### src/rtl/uart_pkg.sv
// uart_pkg: shared definitions for the UART receive path.
//   rx_state_t         - receive FSM states
//   DATA_BITS          - payload bits per frame
//   OVERSAMPLE_DEFAULT - default baud_tick pulses per bit period
package uart_pkg;

  localparam int unsigned DATA_BITS          = 8;
  localparam int unsigned OVERSAMPLE_DEFAULT = 16;

  typedef enum logic [2:0] {
    IDLE,
    START,
    DATA,
    PARITY,
    STOP
  } rx_state_t;

endpackage

### src/rtl/sync_2ff.sv
// sync_2ff: two-flop synchronizer for a single asynchronous level.
//   clk - destination clock
//   rst - asynchronous active-high reset; both flops reset to 1 (idle line)
//   d   - asynchronous input
//   q   - synchronized output
module sync_2ff (
  input  logic clk,
  input  logic rst,
  input  logic d,
  output logic q
);

  logic meta_q;
  logic sync_q;

  always_ff @(posedge clk or posedge rst) begin
    if (rst) begin
      meta_q <= 1'b1;
      sync_q <= 1'b1;
    end else begin
      meta_q <= d;
      sync_q <= meta_q;
    end
  end

  assign q = sync_q;

endmodule

### src/rtl/uart_rx_framer.sv
// uart_rx_framer: oversampled UART receiver with a one-entry output buffer.
//   clk, rst     - clock, asynchronous active-high reset
//   baud_tick    - sampling strobe at OVERSAMPLE x baud rate
//   rx           - asynchronous serial line, idles high
//   data_out     - received byte (LSB first on the line)
//   parity_bit   - received parity bit (0 when PARITY_EN=0)
//   data_valid   - buffer holds an unconsumed frame
//   data_ready   - consumer accepts the frame when data_valid is also high
//   framing_err  - one-clk pulse when a stop bit is sampled low
//   overrun_err  - one-clk pulse when a completed frame is dropped (buffer full)
module uart_rx_framer
  import uart_pkg::*;
#(
  parameter int unsigned OVERSAMPLE = OVERSAMPLE_DEFAULT,
  parameter logic        PARITY_EN  = 1'b1
) (
  input  logic                 clk,
  input  logic                 rst,
  input  logic                 baud_tick,
  input  logic                 rx,
  output logic [DATA_BITS-1:0] data_out,
  output logic                 parity_bit,
  output logic                 data_valid,
  input  logic                 data_ready,
  output logic                 framing_err,
  output logic                 overrun_err
);

  localparam int unsigned TW = $clog2(OVERSAMPLE);
  localparam int unsigned BW = $clog2(DATA_BITS);
  localparam logic [TW-1:0] MID_CNT  = TW'(OVERSAMPLE / 2 - 1);
  localparam logic [TW-1:0] LAST_CNT = TW'(OVERSAMPLE - 1);
  localparam logic [BW-1:0] LAST_BIT = BW'(DATA_BITS - 1);

  logic rx_s;

  sync_2ff u_sync (
    .clk (clk),
    .rst (rst),
    .d   (rx),
    .q   (rx_s)
  );

  rx_state_t            state_q,      state_d;
  logic [TW-1:0]        tick_q,       tick_d;
  logic [BW-1:0]        bit_q,        bit_d;
  logic [DATA_BITS-1:0] shift_q,      shift_d;
  logic                 par_q,        par_d;
  logic [DATA_BITS-1:0] data_out_q,   data_out_d;
  logic                 parity_bit_q, parity_bit_d;
  logic                 data_valid_q, data_valid_d;
  logic                 framing_q,    framing_d;
  logic                 overrun_q,    overrun_d;

  logic sample;
  logic done;
  logic accept;

  always_comb begin
    state_d      = state_q;
    tick_d       = tick_q;
    bit_d        = bit_q;
    shift_d      = shift_q;
    par_d        = par_q;
    data_out_d   = data_out_q;
    parity_bit_d = parity_bit_q;
    data_valid_d = data_valid_q;
    framing_d    = 1'b0;
    overrun_d    = 1'b0;
    done         = 1'b0;
    accept       = data_valid_q & data_ready;

    // START samples mid-bit; later states sample one full bit period on.
    sample = (state_q == START) ? (tick_q == MID_CNT) : (tick_q == LAST_CNT);

    if (baud_tick) begin
      // Counter only runs once a frame is in progress.
      if (state_q != IDLE) begin
        tick_d = sample ? '0 : tick_q + 1'b1;
      end

      case (state_q)
        IDLE: begin
          if (!rx_s) begin
            state_d = START;
            tick_d  = '0;
          end
        end
        START: begin
          if (sample) begin
            state_d = rx_s ? IDLE : DATA;
          end
        end
        DATA: begin
          if (sample) begin
            shift_d = {rx_s, shift_q[DATA_BITS-1:1]};
            bit_d   = bit_q + 1'b1;
            if (bit_q == LAST_BIT) begin
              state_d = PARITY_EN ? PARITY : STOP;
            end
          end
        end
        PARITY: begin
          if (sample) begin
            par_d   = rx_s;
            state_d = STOP;
          end
        end
        STOP: begin
          if (sample) begin
            state_d   = IDLE;
            done      = rx_s;
            framing_d = ~rx_s;
          end
        end
        default: state_d = IDLE;
      endcase
    end

    // A handshake in the completion cycle frees the buffer for the new frame.
    if (done && (!data_valid_q || accept)) begin
      data_out_d   = shift_d;
      parity_bit_d = PARITY_EN ? par_q : 1'b0;
      data_valid_d = 1'b1;
    end else begin
      overrun_d = done;
      if (accept) begin
        data_valid_d = 1'b0;
      end
    end
  end

  always_ff @(posedge clk or posedge rst) begin
    if (rst) begin
      state_q      <= IDLE;
      tick_q       <= '0;
      bit_q        <= '0;
      shift_q      <= '0;
      par_q        <= 1'b0;
      data_out_q   <= '0;
      parity_bit_q <= 1'b0;
      data_valid_q <= 1'b0;
      framing_q    <= 1'b0;
      overrun_q    <= 1'b0;
    end else begin
      state_q      <= state_d;
      tick_q       <= tick_d;
      bit_q        <= bit_d;
      shift_q      <= shift_d;
      par_q        <= par_d;
      data_out_q   <= data_out_d;
      parity_bit_q <= parity_bit_d;
      data_valid_q <= data_valid_d;
      framing_q    <= framing_d;
      overrun_q    <= overrun_d;
    end
  end

  assign data_out    = data_out_q;
  assign parity_bit  = parity_bit_q;
  assign data_valid  = data_valid_q;
  assign framing_err = framing_q;
  assign overrun_err = overrun_q;

endmodule

### config.mk
export PLATFORM = sky130hd
export DESIGN_NAME = uart_rx_framer
export DESIGN_NICKNAME = d
export VERILOG_FILES = /design/src/rtl/uart_pkg.sv /design/src/rtl/sync_2ff.sv /design/src/rtl/uart_rx_framer.sv
export SDC_FILE = /design/constraint.sdc
export NUM_CORES = 1
export LEC_CHECK = 0
export CELL_PAD_IN_SITES_DETAIL_PLACEMENT = 0
export CELL_PAD_IN_SITES_GLOBAL_PLACEMENT = 2
export CORE_ASPECT_RATIO = 0.6
export CORE_MARGIN = 2
export CORE_UTILIZATION = 33
export DETAILED_ROUTE_END_ITERATION = 10
export GPL_ROUTABILITY_DRIVEN = 0
export PLACE_DENSITY = 0.74
export SLEW_MARGIN = 20
export SYNTH_ARGS = -nofsm -noshare
export SYNTH_HDL_FRONTEND = slang
export SYNTH_HIERARCHICAL = 1
export SYNTH_SLANG_ARGS = --single-unit
### constraint.sdc
create_clock -name clk -period 2.2 [get_ports clk]
set_input_delay 0.44 -clock clk [delete_from_list [all_inputs] [get_ports clk]]
set_output_delay 0.44 -clock clk [all_outputs]
set_load 0.02 [all_outputs]
== After elaboration in Yosys (flattened, before gate mapping) ==
Index checks and enable logic that the tools add are counted.
Widths: inputs -> output; s select.
Word-level totals
  output and inout bits: 12
  latch bits: 0
  memory bits (writable): 0
  bits in registers: 33
  bits in read-only memories: 0
  memories: 0
  input bits: 5
  word-level logic and storage cells: 63
Operators by class
  equal/unequal tests: 13
  muxes and demuxes: 25
  $add $sub $neg: 2
  shifts and indexed selects: 0
  reduce and logical (&&, ||, !) cells: 9
  $mul: 0
  magnitude comparators: 0
  bitwise logic cells: 2
  divide/modulo/power cells: 0
Operators with widths (count)
  $mux 8: 3
  $mux 3: 6
  $mux 4: 4
  $pmux 3 s5: 1
  $ne 2x2->1 const B: 6
  $mux 1: 10
  $reduce_and 7->1: 1
  $eq 3x2->1 const B: 2
  $eq 3x3->1 const B: 2
  $reduce_and 3->1: 2
  $add 4x1->4 const B: 1
  $eq 4x3->1 const B: 1
  $eq 4x4->1 const B: 1
  $add 3x1->3 const B: 1
  $eq 3x1->1 const B: 1
  $logic_not 3->1: 1
  $reduce_bool 3->1: 1
  $mux 2: 1
  $reduce_bool 2->1: 1
  $and 1x1->1: 1
  $logic_and 1x1->1: 1
  $logic_not 1->1: 1
  $logic_or 1x1->1: 1
  $not 1->1: 1

== Depth between registers and ports, before layout ==
Gate-level depths: netlist of run 1.
  depth after elaboration: 7
  mapped depth: 8
  depth with buffers taken out: 6

== By module ==
The synthesis of run 1 kept the hierarchy.
By module, submodules not included
  uart_rx_framer: instances 1, cells an instance 119, area an instance 1425.1 µm², sequential area each 775.7 µm²
  sync_2ff: instances 1, cells an instance 3, area an instance 56.3 µm², sequential area each 52.6 µm²

== Least setup slack after synthesis of run 1 ==
Ideal clock, no wire load.
  path kind: reg2reg
  from: register tick_q[0]
  to: register data_out_q[0] (netlist: data_out[0])
  data arrival time: 1969 ps
  data required time: 2075 ps
  stages on the path, launching flop included: 9
  period minus slack after synthesis: 2094 ps
  path slack: 106 ps
  setup time: 125 ps
  buffers on the path: 2
  cells stage by stage: dfrtp_1 ha_1 and3_1 clkbuf_2 nand2_1 nor3_1 buf_2 mux2_2 mux2_2
Between the ends
  elaborated cells between the ends (all ways): 10
  those cells by class: eq/ne: 2; mux: 7; reduce/logical: 1
RTL lines
  from (decl): line uart_rx_framer.sv:45  | logic [TW-1:0] tick_q, tick_d;
  from (signal assigned): line uart_rx_framer.sv:147  | tick_q <= tick_d;
  $eq 4x4->1 / $eq 4x3->1 (equally long branches): line uart_rx_framer.sv:74  | sample = (state_q == START) ? (tick_q == MID_CNT) : (tick_q == LAST_CNT);
  $mux 1 *: line uart_rx_framer.sv:74
  $mux 8 *: line uart_rx_framer.sv:95  | if (sample) begin
  $mux 8 *: line uart_rx_framer.sv:82  | case (state_q)
  $mux 8 *: line uart_rx_framer.sv:76  | if (baud_tick) begin
  via shift_d[0]: line uart_rx_framer.sv:47  | logic [DATA_BITS-1:0] shift_q, shift_d;
  to (signal assigned): line uart_rx_framer.sv:151  | data_out_q <= data_out_d;
  to (decl): line uart_rx_framer.sv:49  | logic [DATA_BITS-1:0] data_out_q, data_out_d;
The timed path passes the listed nets; every way through them passes the cells marked *.
A chain may end at the register's enable or synchronous reset.

== Final worst setup path of run 1 ==
Same ends and word-level chain as after synthesis.

==> metrics.txt, run 1 <==
final setup fails 0; die area 5059 um^2; # nets final 157; cell with the most instances after synthesis dfrtp_1; post-layout min period 2.070 ns; post-route antenna net violation count 0; Seq cells post-synth 33; Hold Slack 0.3553 ns; HP Class register to register; Flop pwr share 47.9%; Syn Area/Cell 12.14 um^2; H-tree lvl count 2; RSZ-0062 raised after global routing no; Yosys warnings 6; CP required 2.36 ns; DR DRC count 0; setup total negative slack 0 ns; first-pass GRT wire length 5002 um; Worst Setup SP tick_q[0]; latest clock arrival within the worst-skew pair 0.27 ns; Yosys top cell by area dfrtp_1; Layout Skew 0.004893 ns; max cap viols 0; Post-synth EDFFs 0; Int Pwr 1.149 mW; number of diodes 0; share of the synthesized area in the top cell type 52.36%; Hold Crit Start u_sync/meta_q; mux cell area share after synthesis 16.64%; post-route setup slack 0.1295 ns; fin cells 210; layout cells sized above 1 30.00%; WS Path Type register to register; Filler Cells Inserted 397; Tot GR Track Use 12.54%; largest family of logic cells by synthesized area multiplexers; Clk pwr share 25.9%; wire length per cell 13.47 um; Initial DRC Count 90; syn_nets 130; WL final 2829 um; Synth Area in XOR/XNOR 1.182%; dpl cells 201; fraction of registers with async set/reset 100.0%; Rel. slew slack 72.83%; status completed; CP max stage cell dfrtp_1; std cell rows 18; I/O Buffers 16; Setup crit end kind register; most used cell, CP mux2_2; worst path cell trace ha_1, and3_2, nand2_1, nor3_1, buf_4, mux2_2, mux2_2; P_leak 0.8807 nW; Worst Path Arrival 2.23 ns; synth-to-layout area growth 26.27%; post-synthesis adder-cell area fraction 2.534%; Vias 1022; CTS Root Cell clkbuf_8; vias per cell 4.867; CTS Buf Count 5; largest net degree at the start of global routing 32; complex-gate fraction of the synthesized area 8.193%; Reg clk slew, reported paths 0.07 ns; drt pass-1 iters 4; fin. max-slew vios 0; sequential fraction of the synthesis area 55.91%; core area 4212 um^2; post-synth cell types 32; Post-synth top cells 31 x dfrtp_1, 21 x mux2_2, 8 x nand2_1; Die Y 55.90 um; CTS Hold Bufs 0; top cells by area, synth dfrtp_1 52%, mux2_2 16%, dfstp_2 3.5%, ha_1 2.5%, nand2_1 2.0%; Mapped Area 1481 um^2; clk buf depth 2; Max Clock Freq 483.0 MHz; Slew @ Worst Pin 0.3997 ns; remaining global-route overflow 0; effective utilization at floorplan 35.18%; crit start category register; Sw Ratio 31.09%; CTS sink cnt 33; share of total power in combinational logic 26.2%; initial antenna violation count 0; worst ir drop on vdd 372.7 uV; I/O pin total 17; Pwr Density 891.8 nW/um^2; Final Cycle Share 94.11%; CTS tree yes; R2R Path Start tick_q[0]; CP Max Fanout 9; vias in the first global route 1015; Worst path max stage delay 0.38 ns; Die X 90.50 um; Net Sw Power 0.5186 mW; Fin. Hold Viols 0; fin util 44.41%; pre-CTS WS 0.05715 ns; simple-gate portion of the synthesized area 12.33%; Synth Flop Type dfrtp_1; Post-DP HPWL 1993 um; Post-Synthesis Cells 122
through the flow:
| step | cell area (um^2) | total power, mW |
|---|---|---|
| floorplan | 1481 | 1.110 |
| global placement | 1775 | 1.220 |
| detailed placement | 1775 | 1.241 |
| CTS | 1858 | 1.677 |
| global route | 1871 | 1.796 |
| finish | 1871 | 1.668 |
sequential cells by signal, summed over array words and instances (netlist names):
signal,flops
data_out,8
state_q,3
u_sync/q,1
u_sync/meta_q,1
shift_q,8
data_valid,1
tick_q,4
par_q,1
parity_bit,1
framing_err,1
overrun_err,1
bit_q,3
cell usage in the layout (no fill, tap or decap), drive strengths merged, types with 4 or more instances in the layout:
master         instances
o21ai                  5
buf                   11
inv                    5
nand3                  4
dfrtp                 31
mux2                  21
clkbuf                 6
nor2                   6
nand2                  8
clkdlybuf4s50         16
kinds of logic (layout without fill, tap and decap cells):
logic type / Yosys count / after routing
adder cells (fa/ha/maj): 3 / 3
flip-flops: 33 / 33
multiplexers: 22 / 22
AO/OA/AOI/OAI: 18 / 18
XOR/XNOR: 2 / 2
buffers and inverters: 12 / 40
AND/OR/NAND/NOR: 32 / 32
critical path, delay by kind of cell (launching register included):
kind | cells | cell delay, ns
flip-flops | 1 | 0.38
adder cells (fa/ha/maj) | 1 | 0.24
multiplexers | 2 | 0.65
AND/OR/NAND/NOR | 3 | 0.47
buffers and inverters | 1 | 0.21
timing repair:
action | 4_1_cts | 5_1_grt
endpoints found under the setup margin | 0 | 10
resized for setup | 0 | 2
buffers inserted | 0 | 1
final timing paths:
check,endpoint,cells after the start,slack [ns]
max,data_out[0],7,0.13
min,u_sync/q,0,0.36
max reg2reg,data_out[0],7,0.13
min reg2reg,u_sync/q,0,0.36
max in group asynchronous,data_out[0],3,1.33
min in group asynchronous,u_sync/q,2,0.53
per-layer routing:
metal,up-vias,share of wire (%),global-route usage [%]
li1,484,-,-
met1,521,52,18.14
met2,15,43,17.48
met3,2,4.9,4.743
met4,0,0.35,3.297
met5,-,0,0
layout make-up:
class                   count  area (um^2)  share of cell area, %
clock buffers               6        72.57                  3.880
clock inverters             2        10.01                 0.5351
inverters                   5        18.77                  1.003
multi-input cells          77        610.6                  32.64
flip-flops and latches     33        828.3                  44.28
well taps                  60        75.07                  4.013
repair buffers             27        255.2                  13.65
power by group through the flow:
stage          clock, mW  sequential (mW)  combinational [mW]
3_3_place_gp           0            0.805               0.415
2_1_floorplan          0            0.785               0.325
4_1_cts            0.445            0.800               0.432
5_1_grt            0.480            0.814               0.502
3_5_place_dp           0            0.812               0.430
6_report           0.432            0.799               0.438
No activity file was read; power rests on OpenSTA's default activity.
==> inputs of run 2 (changes only) <==
- SKIP_LAST_GASP: unset -> 1
==> metrics.txt, run 2 (same netlist as run 1, synthesis figures left out) <==
Vias 1018 (was 1022); I/O Buffers 16 (unchanged); WL final 2817 um (was 2829 um); Worst path max stage delay 0.38 ns (about the same); DR DRC count 0 (unchanged); Sw Ratio 30.98% (was 31.09%); drt pass-1 iters 4 (unchanged); WS Path Type register to register (unchanged); Int Pwr 1.147 mW (was 1.149 mW); Die Y 55.90 um (unchanged); CTS tree yes (unchanged); most common cell after layout, fill and taps aside dfrtp_1 (unchanged); clk buf depth 2 (unchanged); Flop pwr share 48.0% (was 47.9%); CTS Root Cell clkbuf_8 (unchanged); Setup crit end kind register (unchanged); Clk pwr share 26.0% (was 25.9%); CP max stage cell dfrtp_1 (unchanged); number of diodes 0 (unchanged); wire length per cell 13.41 um (was 13.47 um); fin util 44.33% (was 44.41%); Tot GR Track Use 12.54% (unchanged); Max Clock Freq 488.1 MHz (was 483.0 MHz); delay-heaviest family, CP multiplexers (unchanged); std cell rows 18 (unchanged); HP Class register to register (unchanged); CP required 2.36 ns (about the same); crit start category register (unchanged); CTS sink cnt 33 (unchanged); status completed (unchanged); max cap viols 0 (unchanged); vias in the first global route 1015 (unchanged); H-tree lvl count 2 (unchanged); first-pass GRT wire length 5002 um (unchanged); core area 4212 um^2 (unchanged); Fin. Hold Viols 0 (unchanged); Worst Path Arrival 2.21 ns (was 2.23 ns); vias per cell 4.848 (was 4.867); synth-to-layout area growth 26.01% (was 26.27%); CTS Hold Bufs 0 (unchanged); I/O pin total 17 (unchanged); Worst Setup SP tick_q[0] (unchanged); CP bufs+invs 1 (unchanged); Final Cycle Share 93.12% (was 94.11%); worst ir drop on vdd 372.3 uV (was 372.7 uV); Net Sw Power 0.5148 mW (was 0.5186 mW); latest clock arrival within the worst-skew pair 0.27 ns (about the same); layout cells sized above 1 29.33% (was 30.00%); initial antenna violation count 0 (unchanged); RSZ-0062 raised after global routing yes (was no); P_leak 0.8796 nW (was 0.8807 nW); Hold Crit Start u_sync/meta_q (unchanged); share of total power in combinational logic 26.0% (was 26.2%); worst path cell trace ha_1, and3_2, nand2_1, nor3_1, buf_4, mux2_2, mux2_2 (unchanged); post-route antenna net violation count 0 (unchanged); post-layout min period 2.049 ns (was 2.070 ns); largest net degree at the start of global routing 32 (unchanged); CTS Buf Count 5 (unchanged); fin. max-slew vios 0 (unchanged); # nets final 157 (unchanged); Post-DP HPWL 1993 um (unchanged); remaining global-route overflow 0 (unchanged); final setup fails 0 (unchanged); commonest non-fill, non-tap cells in the layout 31 x dfrtp_1, 21 x mux2_2, 16 x clkdlybuf4s50_1, 10 x buf_4, 8 x nand2_1 (unchanged); Die X 90.50 um (unchanged); die area 5059 um^2 (unchanged); Layout Skew 0.005196 ns (was 0.004893 ns); Reg clk slew, reported paths 0.07 ns (about the same); most used cell, CP mux2_2 (unchanged); total power 1.662 mW (was 1.668 mW); Pwr Density 890.1 nW/um^2 (was 891.8 nW/um^2); Filler Cells Inserted 397 (unchanged); Initial DRC Count 73 (was 90); CP Max Fanout 9 (unchanged); Area after DPL 1775 um^2 (unchanged); post-route cell area 1867 um^2 (was 1871 um^2); R2R Path Start tick_q[0] (unchanged); effective utilization at floorplan 35.18% (unchanged); Rel. slew slack 60.51% (was 72.83%); Slew @ Worst Pin 0.5759 ns (was 0.3997 ns)
==> run 2: cell counts in the layout (fill, tap and decap cells not counted) <==
Identical to the previous run, type by type.
==> run 2: final timing paths <==
path,end,slack [ns],depth (start not counted)
max in group asynchronous,bit_q[1],1.33,3
worst max register to register,data_out[0],0.15,7
worst min register to register,u_sync/q,0.36,0
min in group asynchronous,u_sync/q,0.53,2
worst max-delay path,data_out[0],0.15,7
worst min-delay path,u_sync/q,0.36,0
==> run 2: through the flow <==
stage / instances / worst slack, ns / hold slack (ns) / setup TNS [ns]
after floorplan: 122 / 0.1059 / 0.3452 / 0
after global placement: 201 / 0.07352 / 0.3484 / 0
after detailed placement: 201 / 0.05715 / 0.3472 / 0
after CTS: 209 / 0.1129 / 0.3570 / 0
after global routing: 210 / -0.05591 / 0.3636 / -0.05591
final: 210 / 0.1513 / 0.3553 / 0
==> run 2: final cells by class <==
| cell class | instances | area [um^2] | share of cell area (%) |
|---|---|---|---|
| clock buffer | 6 | 72.57 | 3.887 |
| multi-input combinational | 77 | 606.8 | 32.51 |
| tap | 60 | 75.07 | 4.021 |
| sequential | 33 | 828.3 | 44.37 |
| inverter | 5 | 18.77 | 1.005 |
| clock inverter | 2 | 10.01 | 0.5362 |
| timing repair buffer | 27 | 255.2 | 13.67 |
==> run 2: what timing repair did <==
| item | in CTS | in global routing |
|---|---|---|
| endpoints found under the setup margin | 0 | 10 |
| resized for setup | 0 | 1 |
| buffers inserted | 0 | 1 |
==> run 2: power by group through the flow <==
stage / logic (mW) / registers [mW] / clock network [mW]
6_report: 0.432 / 0.798 / 0.431
5_1_grt: 0.497 / 0.814 / 0.480
3_5_place_dp: 0.430 / 0.812 / 0
2_1_floorplan: 0.325 / 0.785 / 0
3_3_place_gp: 0.415 / 0.805 / 0
4_1_cts: 0.432 / 0.800 / 0.445
==> run 2: layer usage <==
layer	GRT usage [%]	routed length (um)	up-vias
li1	-	-	482
met1	18.14	1446	516
met2	17.48	1212	18
met3	4.743	148	2
met4	3.297	10	0
met5	0	0	-
